<file path="src/rtl/instr_fetch_unit_pkg.sv">
// instr_fetch_unit_pkg: shared constants, FSM encoding and immediate-pairing rule for the fetch unit.
package instr_fetch_unit_pkg;
    localparam int DEF_ADDR_W   = 20;
    localparam int DEF_RESET_PC = 0;
    localparam int DEF_DEPTH    = 2;
    localparam int IMM_FLAG_BIT = 2;

    typedef enum logic [1:0] {
        S_RESET_WAIT = 2'd0,
        S_RUN        = 2'd1,
        S_STALL      = 2'd2,
        S_FLUSH      = 2'd3
    } fetch_state_t;

    // An opcode with the flag bit set is followed by exactly one immediate halfword.
    function automatic logic next_expect_imm(input logic expect_imm, input logic [15:0] word);
        return !expect_imm && word[IMM_FLAG_BIT];
    endfunction
endpackage

</file>
<file path="src/rtl/instr_fetch_unit_if.sv">
// instr_fetch_unit_if: instruction-memory read port plus tagged halfword stream towards decode.
interface instr_fetch_unit_if import instr_fetch_unit_pkg::*; #(parameter int ADDR_W = DEF_ADDR_W);
    logic              imem_en;
    logic [ADDR_W-1:0] imem_addr;
    logic [15:0]       imem_rdata;
    logic              out_valid;
    logic              out_ready;
    logic [15:0]       out_word;
    logic              out_is_imm;
    logic [ADDR_W-1:0] out_pc;

    modport master (
        output imem_en, imem_addr, out_valid, out_word, out_is_imm, out_pc,
        input  imem_rdata, out_ready
    );
    modport slave (
        input  imem_en, imem_addr, out_valid, out_word, out_is_imm, out_pc,
        output imem_rdata, out_ready
    );
endinterface

</file>
<file path="src/rtl/instr_fetch_unit_fifo.sv">
// instr_fetch_unit_fifo: small synchronous FIFO with registered head, flush and occupancy count.
module instr_fetch_unit_fifo import instr_fetch_unit_pkg::*; #(
    parameter type entry_t = logic [15:0],
    parameter int DEPTH = DEF_DEPTH,
    localparam int AW = $clog2(DEPTH),
    localparam int CW = AW + 1
) (
    input  logic          clk,
    input  logic          rst_n,
    input  logic          i_push,
    input  entry_t        i_data,
    input  logic          i_pop,
    input  logic          i_clear,
    output logic          o_valid,
    output entry_t        o_head,
    output logic [CW-1:0] o_count
);
    entry_t        r_mem [DEPTH];
    logic [AW-1:0] r_rd, r_wr;
    logic [CW-1:0] r_count;

    always_ff @(posedge clk or negedge rst_n) begin
        if (!rst_n) begin
            for (int i = 0; i < DEPTH; i++) r_mem[i] <= '0;
            r_rd    <= '0;
            r_wr    <= '0;
            r_count <= '0;
        end else if (i_clear) begin
            r_rd    <= '0;
            r_wr    <= '0;
            r_count <= '0;
        end else begin
            if (i_push) r_mem[r_wr] <= i_data;
            r_wr    <= r_wr + AW'(i_push);
            r_rd    <= r_rd + AW'(i_pop);
            r_count <= r_count + CW'(i_push) - CW'(i_pop);
        end
    end

    assign o_valid = r_count != '0;
    assign o_head  = r_mem[r_rd];
    assign o_count = r_count;

    // The issue throttle upstream must keep pushes away from a full buffer.
    assert property (@(posedge clk) disable iff (!rst_n) !(i_push && !i_clear && r_count == CW'(DEPTH)));
endmodule

</file>
<file path="src/rtl/instr_fetch_unit.sv">
// instr_fetch_unit: PC sequencer issuing one halfword read per cycle into a tagged output FIFO,
// with epoch-based dropping of stale returns on branch/interrupt redirect.
module instr_fetch_unit import instr_fetch_unit_pkg::*; #(
    parameter int ADDR_W = DEF_ADDR_W,
    parameter logic [ADDR_W-1:0] RESET_PC = ADDR_W'(DEF_RESET_PC),
    parameter int DEPTH = DEF_DEPTH
) (
    input  logic              clk,
    input  logic              rst_n,
    input  logic              i_redirect_valid,
    input  logic [ADDR_W-1:0] i_redirect_pc,
    input  logic              i_fetch_halt,
    instr_fetch_unit_if.master bus
);
    localparam int CW = $clog2(DEPTH) + 1;

    typedef struct packed {
        logic [15:0]       word;
        logic              is_imm;
        logic [ADDR_W-1:0] pc;
    } entry_t;

    fetch_state_t      r_state, w_state_nxt;
    logic [ADDR_W-1:0] r_pc, r_tag_addr;
    logic              r_inflight, r_tag_epoch, r_epoch, r_expect_imm;
    logic [CW-1:0]     w_count, w_occ;
    logic              w_pop, w_push, w_issue, w_head_valid;
    entry_t            w_in, w_head;

    // Occupancy the FIFO will have once this cycle's pop and pending return settle.
    assign w_pop   = w_head_valid && bus.out_ready;
    assign w_occ   = w_count - CW'(w_pop) + CW'(r_inflight);
    assign w_issue = !i_fetch_halt && !i_redirect_valid && r_state != S_RESET_WAIT && w_occ < CW'(DEPTH);
    assign w_push  = r_inflight && r_tag_epoch == r_epoch && !i_redirect_valid;
    assign w_in    = '{word: bus.imem_rdata, is_imm: r_expect_imm, pc: r_tag_addr};

    assign bus.imem_en    = w_issue;
    assign bus.imem_addr  = r_pc;
    assign bus.out_valid  = w_head_valid;
    assign bus.out_word   = w_head.word;
    assign bus.out_is_imm = w_head.is_imm;
    assign bus.out_pc     = w_head.pc;

    always_comb begin
        w_state_nxt = S_RUN;
        if (i_redirect_valid) w_state_nxt = S_FLUSH;
        else if ((r_state == S_RUN || r_state == S_STALL) && !w_issue) w_state_nxt = S_STALL;
    end

    always_ff @(posedge clk or negedge rst_n) begin
        if (!rst_n) begin
            r_state      <= S_RESET_WAIT;
            r_pc         <= RESET_PC;
            r_inflight   <= 1'b0;
            r_tag_epoch  <= 1'b0;
            r_tag_addr   <= '0;
            r_epoch      <= 1'b0;
            r_expect_imm <= 1'b0;
        end else begin
            r_state    <= w_state_nxt;
            r_inflight <= w_issue;
            if (w_issue) begin
                r_tag_epoch <= r_epoch;
                r_tag_addr  <= r_pc;
            end
            if (i_redirect_valid) begin
                r_pc         <= i_redirect_pc;
                r_epoch      <= ~r_epoch;
                r_expect_imm <= 1'b0;
            end else begin
                if (w_issue) r_pc <= r_pc + ADDR_W'(1);
                if (w_push) r_expect_imm <= next_expect_imm(r_expect_imm, bus.imem_rdata);
            end
        end
    end

    instr_fetch_unit_fifo #(.entry_t(entry_t), .DEPTH(DEPTH)) u_fifo (
        .clk    (clk),
        .rst_n  (rst_n),
        .i_push (w_push),
        .i_data (w_in),
        .i_pop  (w_pop),
        .i_clear(i_redirect_valid),
        .o_valid(w_head_valid),
        .o_head (w_head),
        .o_count(w_count)
    );
endmodule
</file>
<file path="src/flat_wrapper.sv">
// flat-port wrapper written by rule: the top's interface ports become plain ports
module instr_fetch_unit_flat import instr_fetch_unit_pkg::*;
#(
    parameter int ADDR_W = DEF_ADDR_W,
    parameter logic [ADDR_W-1:0] RESET_PC = ADDR_W'(DEF_RESET_PC),
    parameter int DEPTH = DEF_DEPTH
)
  (clk, rst_n, i_redirect_valid, i_redirect_pc, i_fetch_halt, bus_imem_en, bus_imem_addr, bus_out_valid, bus_out_word, bus_out_is_imm, bus_out_pc, bus_imem_rdata, bus_out_ready);
  instr_fetch_unit_if #(.ADDR_W(ADDR_W)) bus_i ();
  input  logic clk;
  input  logic rst_n;
  input  logic i_redirect_valid;
  input  logic [ADDR_W-1:0] i_redirect_pc;
  input  logic i_fetch_halt;
  output wire logic [$bits(bus_i.imem_en)-1:0] bus_imem_en;
  output wire logic [$bits(bus_i.imem_addr)-1:0] bus_imem_addr;
  output wire logic [$bits(bus_i.out_valid)-1:0] bus_out_valid;
  output wire logic [$bits(bus_i.out_word)-1:0] bus_out_word;
  output wire logic [$bits(bus_i.out_is_imm)-1:0] bus_out_is_imm;
  output wire logic [$bits(bus_i.out_pc)-1:0] bus_out_pc;
  input wire logic [$bits(bus_i.imem_rdata)-1:0] bus_imem_rdata;
  input wire logic [$bits(bus_i.out_ready)-1:0] bus_out_ready;
  assign bus_imem_en = bus_i.imem_en;
  assign bus_imem_addr = bus_i.imem_addr;
  assign bus_out_valid = bus_i.out_valid;
  assign bus_out_word = bus_i.out_word;
  assign bus_out_is_imm = bus_i.out_is_imm;
  assign bus_out_pc = bus_i.out_pc;
  assign bus_i.imem_rdata = bus_imem_rdata;
  assign bus_i.out_ready = bus_out_ready;
  instr_fetch_unit #(.ADDR_W(ADDR_W), .RESET_PC(RESET_PC), .DEPTH(DEPTH)) u_core (.clk(clk), .rst_n(rst_n), .i_redirect_valid(i_redirect_valid), .i_redirect_pc(i_redirect_pc), .i_fetch_halt(i_fetch_halt), .bus(bus_i));
endmodule
</file>
<file path="config.mk">
export PLATFORM = sky130hd
export DESIGN_NAME = instr_fetch_unit_flat
export DESIGN_NICKNAME = d
export VERILOG_FILES = /design/src/rtl/instr_fetch_unit_pkg.sv /design/src/rtl/instr_fetch_unit_if.sv /design/src/rtl/instr_fetch_unit_fifo.sv /design/src/rtl/instr_fetch_unit.sv /design/src/flat_wrapper.sv
export SDC_FILE = /design/constraint.sdc
export NUM_CORES = 1
export LEC_CHECK = 0
export ABC_CLOCK_PERIOD_IN_PS = 7200
export BUFFER_PORTS_ARGS = -buffer_cell sky130_fd_sc_hd__buf_2
export CAP_MARGIN = 0
export CORE_UTILIZATION = 50
export DETAILED_ROUTE_END_ITERATION = 12
export PLACE_DENSITY = 0.78
export REMOVE_ABC_BUFFERS = 1
export SLEW_MARGIN = 40
export SYNTH_ARGS = -nofsm -noshare
export SYNTH_HDL_FRONTEND = slang
export SYNTH_HIERARCHICAL = 1
export SYNTH_SLANG_ARGS = --single-unit
</file>
<file path="constraint.sdc">
create_clock -name clk -period 7.2 [get_ports clk]
set_input_delay 0.36 -clock clk [delete_from_list [all_inputs] [get_ports clk]]
set_output_delay 0.36 -clock clk [all_outputs]
set_load 0.01 [all_outputs]
</file>
# Word level (Yosys, flattened, before mapping)
# Index checks and enable logic that the tools add are counted.
dict set report totals {
  register_bits 124
  in_bits 41
  output_inout_bits 59
}
dict set report op_classes {
  add_sub_neg 7
  order_cmp 4
  n_eq_ne 3
  mux 15
  bitwise 4
  n_reduce_logical 19
}
# cell count
set op_table {}
lappend op_table {{two-way mux 37 bit} 4}
lappend op_table {{bitwise mux 74 bit} 1}
lappend op_table {{two-way mux 20 bit} 2}
lappend op_table {{demux 37 bit (select 1 bit)} 1}
lappend op_table {{adder 20 x 1 -> 20 bit, second input constant} 1}
lappend op_table {{logical AND 1 bit} 9}
lappend op_table {{nonzero test 2 bit} 4}
lappend op_table {{two-way mux 2 bit} 3}
lappend op_table {{adder 2 x 1 -> 2 bit} 2}
lappend op_table {{>= comparator 2 bit, second input constant} 2}
lappend op_table {{logical NOT 1 bit} 4}
lappend op_table {{two-way mux 1 bit} 4}
lappend op_table {{inverter 1 -> 2 bit} 2}
lappend op_table {{subtractor 2 x 1 -> 2 bit} 2}
lappend op_table {{adder 1 bit} 2}
lappend op_table {{equality test 2 x 1 -> 1 bit, second input constant} 1}
lappend op_table {{equality test 2 bit, second input constant} 1}
lappend op_table {{< comparator 2 x 1 -> 1 bit, second input constant} 1}
lappend op_table {{< comparator 2 bit, second input constant} 1}
lappend op_table {{inverter 1 bit} 2}
lappend op_table {{AND reduction 2 bit} 1}
lappend op_table {{equality test 1 bit} 1}
lappend op_table {{logical OR 1 bit} 1}

# Depth between registers and ports, before layout
# Gate-level depths: netlist (run 1).
dict set report logic_depth {
  word_depth 10
  depth_mapped 8
  mapped_depth_nobuf 7
}

# Hierarchy
# The synthesis (run 1) kept the hierarchy.
# mod instances cells_per_inst area_each_um2 seq_area_each_um2
set by_module_without_submodules {}
lappend by_module_without_submodules {instr_fetch_unit_fifo 1 215 3569.7 1951.9}
lappend by_module_without_submodules {instr_fetch_unit 1 240 2526.2 1151.1}

# Worst setup path before layout (run 1)
# OpenSTA, ideal clock, no wires.
dict set report synth_path {
  path_kind {reg-to-reg}
  from {register u_core.u_fifo.r_count[1] (netlist: u_core/u_fifo/o_count[1])}
  to {register u_core.r_tag_addr[10]}
  setup_ps 125
  arrival_ps 2372
  slack_ps 4703
  path_stages_with_launch 9
  synth_period_minus_slack_ps 2497
  path_cell_list {dfrtp_1 -> or2_2 -> and2_1 -> ha_1 -> nor2b_1 -> xor2_2 -> nor3_2 -> buf_6 -> mux2_4}
}
dict set report synth_between {
  elab_chain_len 6
}
# item line
set synth_rtl {}
lappend synth_rtl {{from (decl)} instr_fetch_unit_fifo.sv:20} ;# logic [CW-1:0] r_count;
lappend synth_rtl {{from (signal assigned)} instr_fetch_unit_fifo.sv:36} ;# r_count <= r_count + CW'(i_push) - CW'(i_pop);
lappend synth_rtl {{nonzero test 2 bit} instr_fetch_unit_fifo.sv:40} ;# assign o_valid = r_count != '0;
lappend synth_rtl {{named net bus_out_valid} flat_wrapper.sv:17} ;# output wire logic [$bits(bus_i.out_valid)-1:0] bus_out_valid;
lappend synth_rtl {{logical AND 1 bit} instr_fetch_unit.sv:31} ;# assign w_pop = w_head_valid && bus.out_ready;
lappend synth_rtl {{named net u_core.w_pop} instr_fetch_unit.sv:27} ;# logic w_pop, w_push, w_issue, w_head_valid;
lappend synth_rtl {{subtractor 2 x 1 -> 2 bit} instr_fetch_unit.sv:32} ;# assign w_occ = w_count - CW'(w_pop) + CW'(r_inflight);
lappend synth_rtl {{adder 2 x 1 -> 2 bit} instr_fetch_unit.sv:32}
lappend synth_rtl {{< comparator 2 bit} instr_fetch_unit.sv:33} ;# assign w_issue = !i_fetch_halt && !i_redirect_valid && r_state != S_RESET_WAIT && w_occ < CW'(DEPTH);
lappend synth_rtl {{logical AND 1 bit} instr_fetch_unit.sv:33}
lappend synth_rtl {{named net bus_imem_en} flat_wrapper.sv:15} ;# output wire logic [$bits(bus_i.imem_en)-1:0] bus_imem_en;
lappend synth_rtl {{to (signal assigned)} instr_fetch_unit.sv:64} ;# r_tag_addr <= r_pc;
lappend synth_rtl {{to (decl)} instr_fetch_unit.sv:24} ;# logic [ADDR_W-1:0] r_pc, r_tag_addr;
# The timed path passes the listed nets, and every way through them passes these cells.
# A chain may end at the register's enable or synchronous reset.

# Final worst setup path (run 1)
dict set report layout_path {
  from {register u_core.u_fifo.r_count[1] (netlist: u_core/u_fifo/o_count[1])}
  to {output bus_imem_en}
}
dict set report layout_between {
  elab_chain_len 6
}
# item line
set layout_rtl {}
lappend layout_rtl {{nonzero test 2 bit} instr_fetch_unit_fifo.sv:40}
lappend layout_rtl {{logical AND 1 bit} instr_fetch_unit.sv:31}
lappend layout_rtl {{named net u_core.w_pop} instr_fetch_unit.sv:27}
lappend layout_rtl {{subtractor 2 x 1 -> 2 bit} instr_fetch_unit.sv:32}
lappend layout_rtl {{adder 2 x 1 -> 2 bit} instr_fetch_unit.sv:32}
lappend layout_rtl {{< comparator 2 bit} instr_fetch_unit.sv:33}
lappend layout_rtl {{logical AND 1 bit} instr_fetch_unit.sv:33}
lappend layout_rtl {{to (decl)} flat_wrapper.sv:15}
# The timed path passes the listed nets, and every way through them passes these cells.

==> results of run 1 <==
## cell families (layout without fill, tap and decap cells)
group | after synthesis | after routing
AOI/OAI and AO/OA | 45 | 45
adders and majority gates | 5 | 5
muxes | 132 | 132
DFF | 124 | 124
buffers and inverters | 37 | 146
and+or+nand+nor | 104 | 104
xor gates and xnor gates | 8 | 8
## layer usage
metal,share of wire,global-route usage,vias to the layer above
met3,0.049,0.07019,17
met4,0.013,0.06578,0
met5,0,0,-
li1,-,-,1867
met1,0.44,0.2983,2113
met2,0.49,0.3594,122
## cell usage after synthesis (6+ instances only)
cell type  instances
mux2_4            49
o31ai_1           14
mux2_2            77
buf_2              7
nor2b_1            9
nor2_1            17
mux2_1             6
nand4_1           12
dfrtp_1          124
a31oi_1            9
nand3_1           20
inv_1             10
nand2_1           11
clkbuf_1          10
buf_6              7
## stage by stage
stage          setup WS, ns  hold WS [ns]    util
4_1_cts               3.952     0.0007507  0.6172
5_1_grt               3.821       0.01914  0.6174
3_3_place_gp          4.197        0.4629  0.5670
3_5_place_dp          4.067        0.4341  0.5688
2_1_floorplan         3.473       0.06441       -
6_report              3.985      -0.01625  0.6174
## final cells by class
| class | count | area [sq um] | share of cell area |
|---|---|---|---|
| clock inverters | 9 | 90.09 | 0.01251 |
| multi-input cells | 294 | 2766 | 0.3842 |
| well taps | 143 | 178.9 | 0.02485 |
| repair buffers | 105 | 546.8 | 0.07593 |
| inverters | 10 | 37.54 | 0.005213 |
| flip-flops and latches | 124 | 3107 | 0.4315 |
| clock buffers | 22 | 474.2 | 0.06586 |
## report_power, final
part / switching [mW] / internal [mW]
registers: 0.193 / 0.936
logic: 0.437 / 0.536
clock network: 0.299 / 0.500
## final timing paths
path                                                 end  slack (ns)
min in group clk                u_core/bus.imem_addr[10]        0.19
max in group asynchronous           u_core/r_tag_addr[7]        6.11
worst max-delay path                         bus_imem_en        3.99
worst min register to register   u_core/u_fifo/r_mem[38]        0.48
worst max register to register      u_core/r_tag_addr[0]        4.05
worst min-delay path             u_core/u_fifo/r_mem[33]       -0.02
## sequential cells by signal, indices dropped and copies added (netlist names)
register               count
u_core/r_inflight          1
u_core/u_fifo/r_wr         1
u_core/r_state             2
u_core/r_expect_imm        1
u_core/u_fifo/r_rd         1
u_core/r_epoch             1
u_core/u_fifo/o_count      2
u_core/r_tag_epoch         1
u_core/bus.imem_addr      20
u_core/r_tag_addr         20
u_core/u_fifo/r_mem       74
==> impl_metrics.csv, run 1 <==
group,metric,value,unit
status,status,"complete, but fails checks",
status,violations,"hold timing",
logic_synthesis,synth_top_cells_by_area,"dfrtp_1 (51%), mux2_2 (14%), mux2_4 (12%), o31ai_1 (1.7%), nand3_1 (1.6%)",
clock_network,htree_levels,4,
logic_synthesis,postSynthCellCount,455,
cells_and_area,antennaDiodeCount,0,
routing,viasPerCell,5.826,
global_route,grt_pass1_vias,4219,
logic_synthesis,yosysSeqAreaShare,0.5090,
die,die_width,112.4,um
logic_synthesis,synth.ff_latch_count,124,
worst_setup_path,r2r_start,"u_core/u_fifo/o_count[1]",
logic_synthesis,syn_avg_cell_area,13.40,sq um
sta,hold_violations,13,
clock_network,cts_resized,0,
die,num_rows,39,
routing,drt_iter0_markers,307,
global_route,grt_util_all_layers,0.2256,
logic_synthesis,synth_top_family_by_area,"multiplexers",
logic_synthesis,yosys.area_share.simple,0.09791,
global_route,grt_pass1_wl,21800,um
clock_network,cts_made_buffers,17,
worst_setup_path,endpoint_kind,"output port",
power_and_ir_drop,peakVddDrop,0.1930,mV
power_and_ir_drop,p_per_area,402.9,nW/um^2
clock_network,postCtsHoldBufs,0,
worst_setup_path,cp.required,6.84,ns
logic_synthesis,syn-cell-area,6096,sq um
worst_setup_path,reg2reg_depth,9,
worst_setup_path,critPathArrivalTime,2.85,ns
logic_synthesis,synth-async-reset-ratio,1.000,
worst_hold_path,hold_path_class,"in -> async",
cells_and_area,area_delta_synth_final,18.12,%
sta,worstMarginPinSlew,0.7919,ns
worst_setup_path,cp_num_buf_inv,2,
die,ios,100,
cells_and_area,fin_cells,707,
global_route,antenna_found_initial,0,
sta,fmax,311.1,MHz
sta,period_share,0.4465,
global_route,grt_max_degree,77,
clock_network,clk_path_buf_depth,2,
logic_synthesis,synth_enable_flop_cells,0,
sta,finalSetupViolations,0,
job,cap_violations,0,
worst_setup_path,crit_start,"u_core/u_fifo/o_count[1]",
sta,finalSetupTns,0,ns
placed_design,placedCellCount,676,
logic_synthesis,yosys.area_share.xor_xnor,0.01622,
die,fp.dieH,112.4,um
sta,slew_headroom,0.4720,
worst_setup_path,critPathMaxStageDelay,0.41,ns
power_and_ir_drop,power_leakage,3.417,nW
worst_setup_path,worstSetupPathType,"reg -> out",
cells_and_area,layout_common_cells,"dfrtp_1 (123), buf_2 (98), mux2_2 (77)",
worst_setup_path,cp_cell_sequence,"or2_2 -> and2_1 -> ha_1 -> nor2b_1 -> xor2_2 -> buf_4 -> nor3_4 -> buf_2",
cells_and_area,fin_area,7201,sq um
sta,final.setup_skew,0.008037,ns
logic_synthesis,yosys.area.top_type,"dfrtp_1",
placed_design,hpwl,8546,um
clock_network,postCtsSetupBuffers,0,
placed_design,placed_cell_area,6634,sq um
clock_network,clock_latency,0.41,ns
logic_synthesis,yosysWarnings,6,
logic_synthesis,synth_top_area_frac,0.5090,
logic_synthesis,synth.distinct_cells,47,
worst_setup_path,cp-start-kind,"flop",
logic_synthesis,ys.flop_type,"dfrtp_1",
placed_design,place.gp.congestion,0.8057,
die,dieArea,12640,sq um
worst_setup_path,critical_path.top_delay_family,"simple AND/OR/NAND/NOR gates",
power_and_ir_drop,total_power,2.901,mW
clock_network,cts-root-buf,"clkbuf_16",
logic_synthesis,synth_compound_area_frac,0.05172,
cells_and_area,n_fill_cell,889,
clock_network,clkTransAtPathRegs,0.05,ns
clock_network,cts_tree,"done",
cells_and_area,nets,598,
worst_setup_path,crit_fanout,28,
die,coreArea,11660,sq um
logic_synthesis,synth.mux.area_fraction,0.2740,
die,start_util,0.5227,
routing,ant_nets,0,
cells_and_area,drive_above_1_share,0.4823,
sta,worst_hold_slack,-0.01625,ns
routing,routed_wl,13300,um
clock_network,clock_sinks,124,
routing,num_vias,4119,
worst_setup_path,critPathSlowestCell,"dfrtp_1",
routing,wl_per_cell,18.81,um
placed_design,port_buffers,99,
global_route,grt_overflow_total,0,
logic_synthesis,synthAdderAreaFrac,0.01026,
routing,firstDrtPassIters,4,
sta,rsz0062_at_grt,"no",
routing,drc_errors,0,
sta,finalCriticalPeriod,3.215,ns
cells_and_area,final_common_cell,"dfrtp_1",
worst_setup_path,path_depth,8,
sta,final_max_slew_viol_count,0,
No activity file was read; power rests on OpenSTA's default activity.
==> run 2: changes to the inputs <==
ABC_CLOCK_PERIOD_IN_PS = 3200   (was 7200)
clock period = 3.2 ns   (was 7.2 ns; I/O delays follow)
==> impl_metrics.csv, run 2 (same netlist as run 1, synthesis figures left out) <==
group,metric,value,unit
sta,rsz0062_at_grt,"no",
routing,wl_per_cell,18.80,um
global_route,grt_overflow_total,0,
placed_design,port_buffers,99,
sta,slew_headroom,0.5177,
worst_setup_path,cp-start-kind,"flop",
global_route,grt_pass1_wl,22490,um
clock_network,cts_tree,"done",
routing,viasPerCell,5.729,
worst_setup_path,crit_fanout,9,
die,dieArea,12640,sq um
cells_and_area,area_delta_synth_final,23.11,%
clock_network,clock_latency,0.41,ns
sta,worstMarginPinSlew,0.7234,ns
cells_and_area,n_fill_cell,865,
routing,ant_nets,0,
global_route,grt_pass1_vias,4508,
cells_and_area,multiInputGateArea,2756,sq um
power_and_ir_drop,p_per_area,909.7,nW/um^2
cells_and_area,largest_reg_flops,74,
job,cap_violations,0,
sta,hold_violations,0,
die,ios,100,
clock_network,cts_made_buffers,17,
routing,num_vias,4199,
cells_and_area,fin_cells,733,
global_route,antenna_found_initial,1,
routing,routed_wl,13780,um
die,fp.dieH,112.4,um
sta,finalSetupViolations,0,
worst_setup_path,worstSetupPathType,"reg -> out",
clock_network,cts-root-buf,"clkbuf_16",
cells_and_area,regMostFlops,"u_core/u_fifo/r_mem",
routing,drc_errors,0,
cells_and_area,layout_common_cells,"dfrtp_1 (123), buf_2 (98), mux2_2 (77)",
power_and_ir_drop,peakVddDrop,0.5593,mV
global_route,grt_max_degree,66,
clock_network,clock_sinks,124,
die,coreArea,11660,sq um
global_route,grt_util_all_layers,0.2305,
clock_network,postCtsSetupBuffers,0,
placed_design,placedCellCount,682,
worst_hold_path,hold_path_class,"in -> reg",
die,num_rows,39,
worst_setup_path,rrSetupSlack,0.39,ns
placed_design,hpwl,8786,um
cells_and_area,drive_above_1_share,0.4695,
clock_network,clkTransAtPathRegs,0.06,ns
die,start_util,0.5227,
sta,fmax,351.8,MHz
worst_setup_path,cp.required,3.04,ns
cells_and_area,final_common_cell,"dfrtp_1",
cells_and_area,register_area,3107,sq um
cells_and_area,nets,624,
sta,final_max_slew_viol_count,0,
clock_network,htree_levels,4,
die,die_width,112.4,um
status,status,"finished clean",
power_and_ir_drop,power_leakage,3.565,nW
sta,worst_hold_slack,0.008181,ns
routing,firstDrtPassIters,4,
worst_setup_path,critPathArrivalTime,2.68,ns
sta,final.setup_skew,0.007474,ns
sta,period_share,0.8882,
clock_network,clk_path_buf_depth,2,
sta,finalCriticalPeriod,2.842,ns
routing,drt_iter0_markers,254,
placed_design,place.gp.congestion,0.8351,
cells_and_area,antennaDiodeCount,0,
worst_setup_path,endpoint_kind,"output port",
-- run 2: worst paths after layout --
check,startpoint,to,cells after the start
hold reg to reg,u_core/u_fifo/r_mem[38],u_core/u_fifo/r_mem[38],1
setup reg to reg,u_core/u_fifo/o_count[1],u_core/bus.imem_addr[8],8
setup / recovery,u_core/u_fifo/o_count[1],bus_imem_en,8
hold / removal,i_redirect_pc[18],u_core/bus.imem_addr[18],3
min in group asynchronous,rst_n,u_core/u_fifo/r_mem[33],2
max in group asynchronous,rst_n,u_core/u_fifo/r_rd,3
-- run 2: final cells by class --
class / instances / share of cell area
multi-input combinational: 294 / 0.3673
timing repair buffer: 131 / 0.1072
tap: 143 / 0.02384
sequential: 124 / 0.4140
clock buffer: 18 / 0.05719
clock inverter: 13 / 0.02551
inverter: 10 / 0.005002
-- run 2: worst max-delay path: stages, from the launching register on --
cell and delay [ns]:
dfrtp_1 0.41, or2_2 0.31, and2_1 0.21, ha_1 0.29, nor2b_1 0.26, xor2_2 0.34
nor3_4 0.06, buf_4 0.23, buf_2 0.15
-- run 2: what timing repair did --
action | 4_1_cts | 5_1_grt
hold endpoints to repair | 96 | 0
gates resized for setup | 0 | 0
hold buffers | 20 | 0
-- run 2: report_power, final --
group / internal [mW] / total [mW] / switching (mW)
clock network: 1.30 / 2.02 / 0.715
registers: 2.11 / 2.55 / 0.442
logic: 1.26 / 2.26 / 1.00
-- run 2: routing by layer --
| metal | vias up | global-route usage | share of wire |
|---|---|---|---|
| li1 | 1923 | - | - |
| met1 | 2097 | 0.2799 | 0.42 |
| met2 | 151 | 0.3888 | 0.50 |
| met3 | 28 | 0.06102 | 0.062 |
| met4 | 0 | 0.09956 | 0.023 |
| met5 | - | 0 | 0 |
-- run 2: per-stage QoR --
step                      total power, mW  cell area, sq um    util  worst slack (ns)  setup TNS, ns
after floorplan                     3.967              5884       -           -0.5275         -9.849
after global placement              4.665              6678  0.5726            0.5733              0
after detailed placement            4.792              6680  0.5728            0.4624              0
after CTS                           6.864              7501  0.6432            0.3339              0
after global routing                7.184              7505  0.6435            0.2375              0
final                               6.827              7505  0.6435            0.3576              0
==> run 3: changes to the inputs <==
ABC_AREA = 1   (was default)
==> impl_metrics.csv, run 3 <==
group,metric,value,unit
worst_setup_path,endpoint_kind,"output port",
routing,wl_per_cell,14.01,um
sta,worst_hold_slack,0.01698,ns
routing,routed_wl,13250,um
routing,ant_nets,0,
die,dieArea,12270,sq um
worst_hold_path,hold_path_class,"in -> reg",
clock_network,cts_tree,"done",
sta,final.setup_skew,0.006643,ns
cells_and_area,final_common_cell,"nand2_1",
worst_setup_path,crit_fanout,27,
power_and_ir_drop,peakVddDrop,0.4778,mV
die,fp.dieH,110.8,um
job,cap_violations,0,
cells_and_area,regMostFlops,"u_core/u_fifo/r_mem",
clock_network,clock_sinks,124,
cells_and_area,layout_common_cells,"nand2_1 (206), dfrtp_1 (123), buf_2 (98)",
sta,finalCriticalPeriod,2.568,ns
logic_synthesis,synth.ff_latch_count,124,
sta,period_share,0.8024,
logic_synthesis,synth_top_area_frac,0.5244,
cells_and_area,n_fill_cell,921,
global_route,antenna_found_initial,0,
routing,firstDrtPassIters,6,
cells_and_area,drive_above_1_share,0.2304,
logic_synthesis,synth_enable_flop_cells,0,
sta,hold_violations,0,
logic_synthesis,yosys-top-cells-count,"nand2_1 (206), dfrtp_1 (124), inv_1 (78)",
sta,finalSetupTns,0,ns
logic_synthesis,ys.flop_type,"dfrtp_1",
global_route,grt_overflow_total,0,
logic_synthesis,postSynthCellCount,677,
sta,fmax,389.4,MHz
worst_setup_path,cp-start-kind,"flop",
routing,top_layer_used,"met4",
logic_synthesis,syn-cell-area,5917,sq um
sta,finalSetupViolations,0,
sta,rsz0062_at_grt,"no",
clock_network,cts-root-buf,"clkbuf_16",
worst_setup_path,cp.required,3.04,ns
clock_network,postCtsSetupBuffers,0,
placed_design,place.gp.congestion,0.8897,
routing,viasPerCell,5.130,
power_and_ir_drop,p_per_area,880.4,nW/um^2
global_route,grt_pass1_vias,4973,
sta,worstMarginPinSlew,0.7661,ns
routing,wl_met2,6612,um
placed_design,placed_cell_area,6429,sq um
routing,wl_met3,613,um
die,num_rows,39,
clock_network,clkTransAtPathRegs,0.05,ns
cells_and_area,antennaDiodeCount,0,
clock_network,cts_made_buffers,17,
global_route,grt_util_all_layers,0.2324,
routing,drt-met1-wl,5796,um
global_route,grt_pass1_wl,22890,um
logic_synthesis,synth-async-reset-ratio,1.000,
cells_and_area,nets,837,
logic_synthesis,synth.distinct_cells,27,
sta,final_max_slew_viol_count,0,
cells_and_area,fin_area,7281,sq um
sta,slew_headroom,0.4893,
logic_synthesis,yosysSeqAreaShare,0.5244,
logic_synthesis,yosys.area.top_type,"dfrtp_1",
placed_design,hpwl,8644,um
clock_network,clock_latency,0.41,ns
die,ios,100,
clock_network,htree_levels,4,
logic_synthesis,syn_avg_cell_area,8.740,sq um
worst_setup_path,worstSetupPathType,"reg -> out",
clock_network,clk_path_buf_depth,2,
global_route,grt_max_degree,75,
logic_synthesis,yosysWarnings,6,
routing,drc_errors,0,
status,status,"finished clean",
power_and_ir_drop,total_power,6.410,mW
logic_synthesis,synth_top_cells_by_area,"dfrtp_1 (52%), nand2_1 (13%), mux2_2 (7.0%), o21ai_1 (5.3%), inv_1 (4.9%)",
routing,drt_iter0_markers,330,
cells_and_area,largest_reg_flops,74,
worst_setup_path,critPathArrivalTime,2.41,ns
die,coreArea,11470,sq um
power_and_ir_drop,power_leakage,3.750,nW
die,die_width,110.8,um
routing,num_vias,4853,
die,start_util,0.5160,
placed_design,port_buffers,99,
cells_and_area,area_delta_synth_final,23.05,%
logic_synthesis,synth_most_common_cell,"nand2_1",
## run 3: changes by cell type in the layout (fill, tap and decap cells not counted), moves of 9 or more
cell,change
o21ai_0,+25
o31ai_1,-14
o21ai_1,+63
inv_1,+68
mux2_2,-40
mux2_4,-49
a31oi_1,-9
nand2_1,+195
nand3_1,+31
nor2b_1,-9
## run 3: metal layers
| layer | GRT usage | vias to the layer above |
|---|---|---|
| li1 | - | 2394 |
| met1 | 0.2874 | 2273 |
| met2 | 0.3917 | 164 |
| met3 | 0.06178 | 22 |
| met4 | 0.08356 | 0 |
| met5 | 0 | - |
## run 3: logic make-up (layout without fill, tap and decap cells)
kind of cell             after synthesis  in the layout  share of synthesized area
AND/OR/NAND/NOR                      297            297                     0.2098
flip-flops                           124            124                     0.5244
buffers and inverters                111            237                    0.09072
AO/OA/AOI/OAI                         95             95                    0.08226
multiplexers                          37             37                    0.07042
XOR/XNOR                               8              8                    0.01184
adder cells (fa/ha/maj)                5              5                    0.01057
## run 3: worst paths after layout
| kind | start | to | slack, ns | cells after the start |
|---|---|---|---|---|
| min reg2reg | u_core/u_fifo/r_mem[3] | u_core/u_fifo/r_mem[3] | 0.48 | 2 |
| max in group asynchronous | rst_n | u_core/r_tag_addr[18] | 2.02 | 4 |
| min in group asynchronous | rst_n | u_core/u_fifo/r_wr | 0.26 | 2 |
| max reg2reg | u_core/u_fifo/o_count[1] | u_core/bus.imem_addr[0] | 0.96 | 12 |
| max | u_core/u_fifo/o_count[1] | bus_imem_en | 0.63 | 11 |
| min | bus_imem_rdata[13] | u_core/u_fifo/r_mem[34] | 0.02 | 3 |
## run 3: stage by stage
| step | utilization | cells | setup WS [ns] |
|---|---|---|---|
| 4_1_cts | 0.6349 | 946 | 0.6143 |
| 6_report | 0.6349 | 946 | 0.6322 |
| 3_3_place_gp | 0.5586 | 892 | 1.102 |
| 2_1_floorplan | - | 646 | 0.4444 |
| 3_5_place_dp | 0.5606 | 893 | 1.031 |
| 5_1_grt | 0.6349 | 946 | 0.4407 |
## run 3: worst max-delay path, cell delays in order (launching register included)
cell and delay [ns]:
dfrtp_1 0.40, inv_1 0.08, nand2_1 0.06, nand2_1 0.07, inv_1 0.07, ha_1 0.30
inv_1 0.06, nand2_1 0.04, nand3_1 0.11, inv_1 0.08, nor2_4 0.48, buf_2 0.24
## run 3: where the power goes
part	leakage, nW	switching [mW]	total [mW]	internal, mW
clock	0.309	0.639	2.00	1.36
combinational	1.83	1.03	1.89	0.855
sequential	1.61	0.444	2.52	2.08
total	3.75	2.11	6.41	4.30
## run 3: area by class of cell
type / instances / area, sq um / share of cell area
flip-flops and latches: 124 / 3107 / 0.4267
clock buffers: 26 / 529.3 / 0.07269
inverters: 80 / 300.3 / 0.04124
multi-input cells: 442 / 2282 / 0.3135
repair buffers: 126 / 780.7 / 0.1072
well taps: 143 / 178.9 / 0.02457
clock inverters: 5 / 102.6 / 0.01409
## run 3: repair_timing
| item | 4_1_cts | 5_1_grt |
|---|---|---|
| hold buffers | 22 | 0 |
| hold endpoints to repair | 54 | 0 |
| resized for setup | 0 | 0 |
| endpoints found under the setup margin | 0 | 0 |
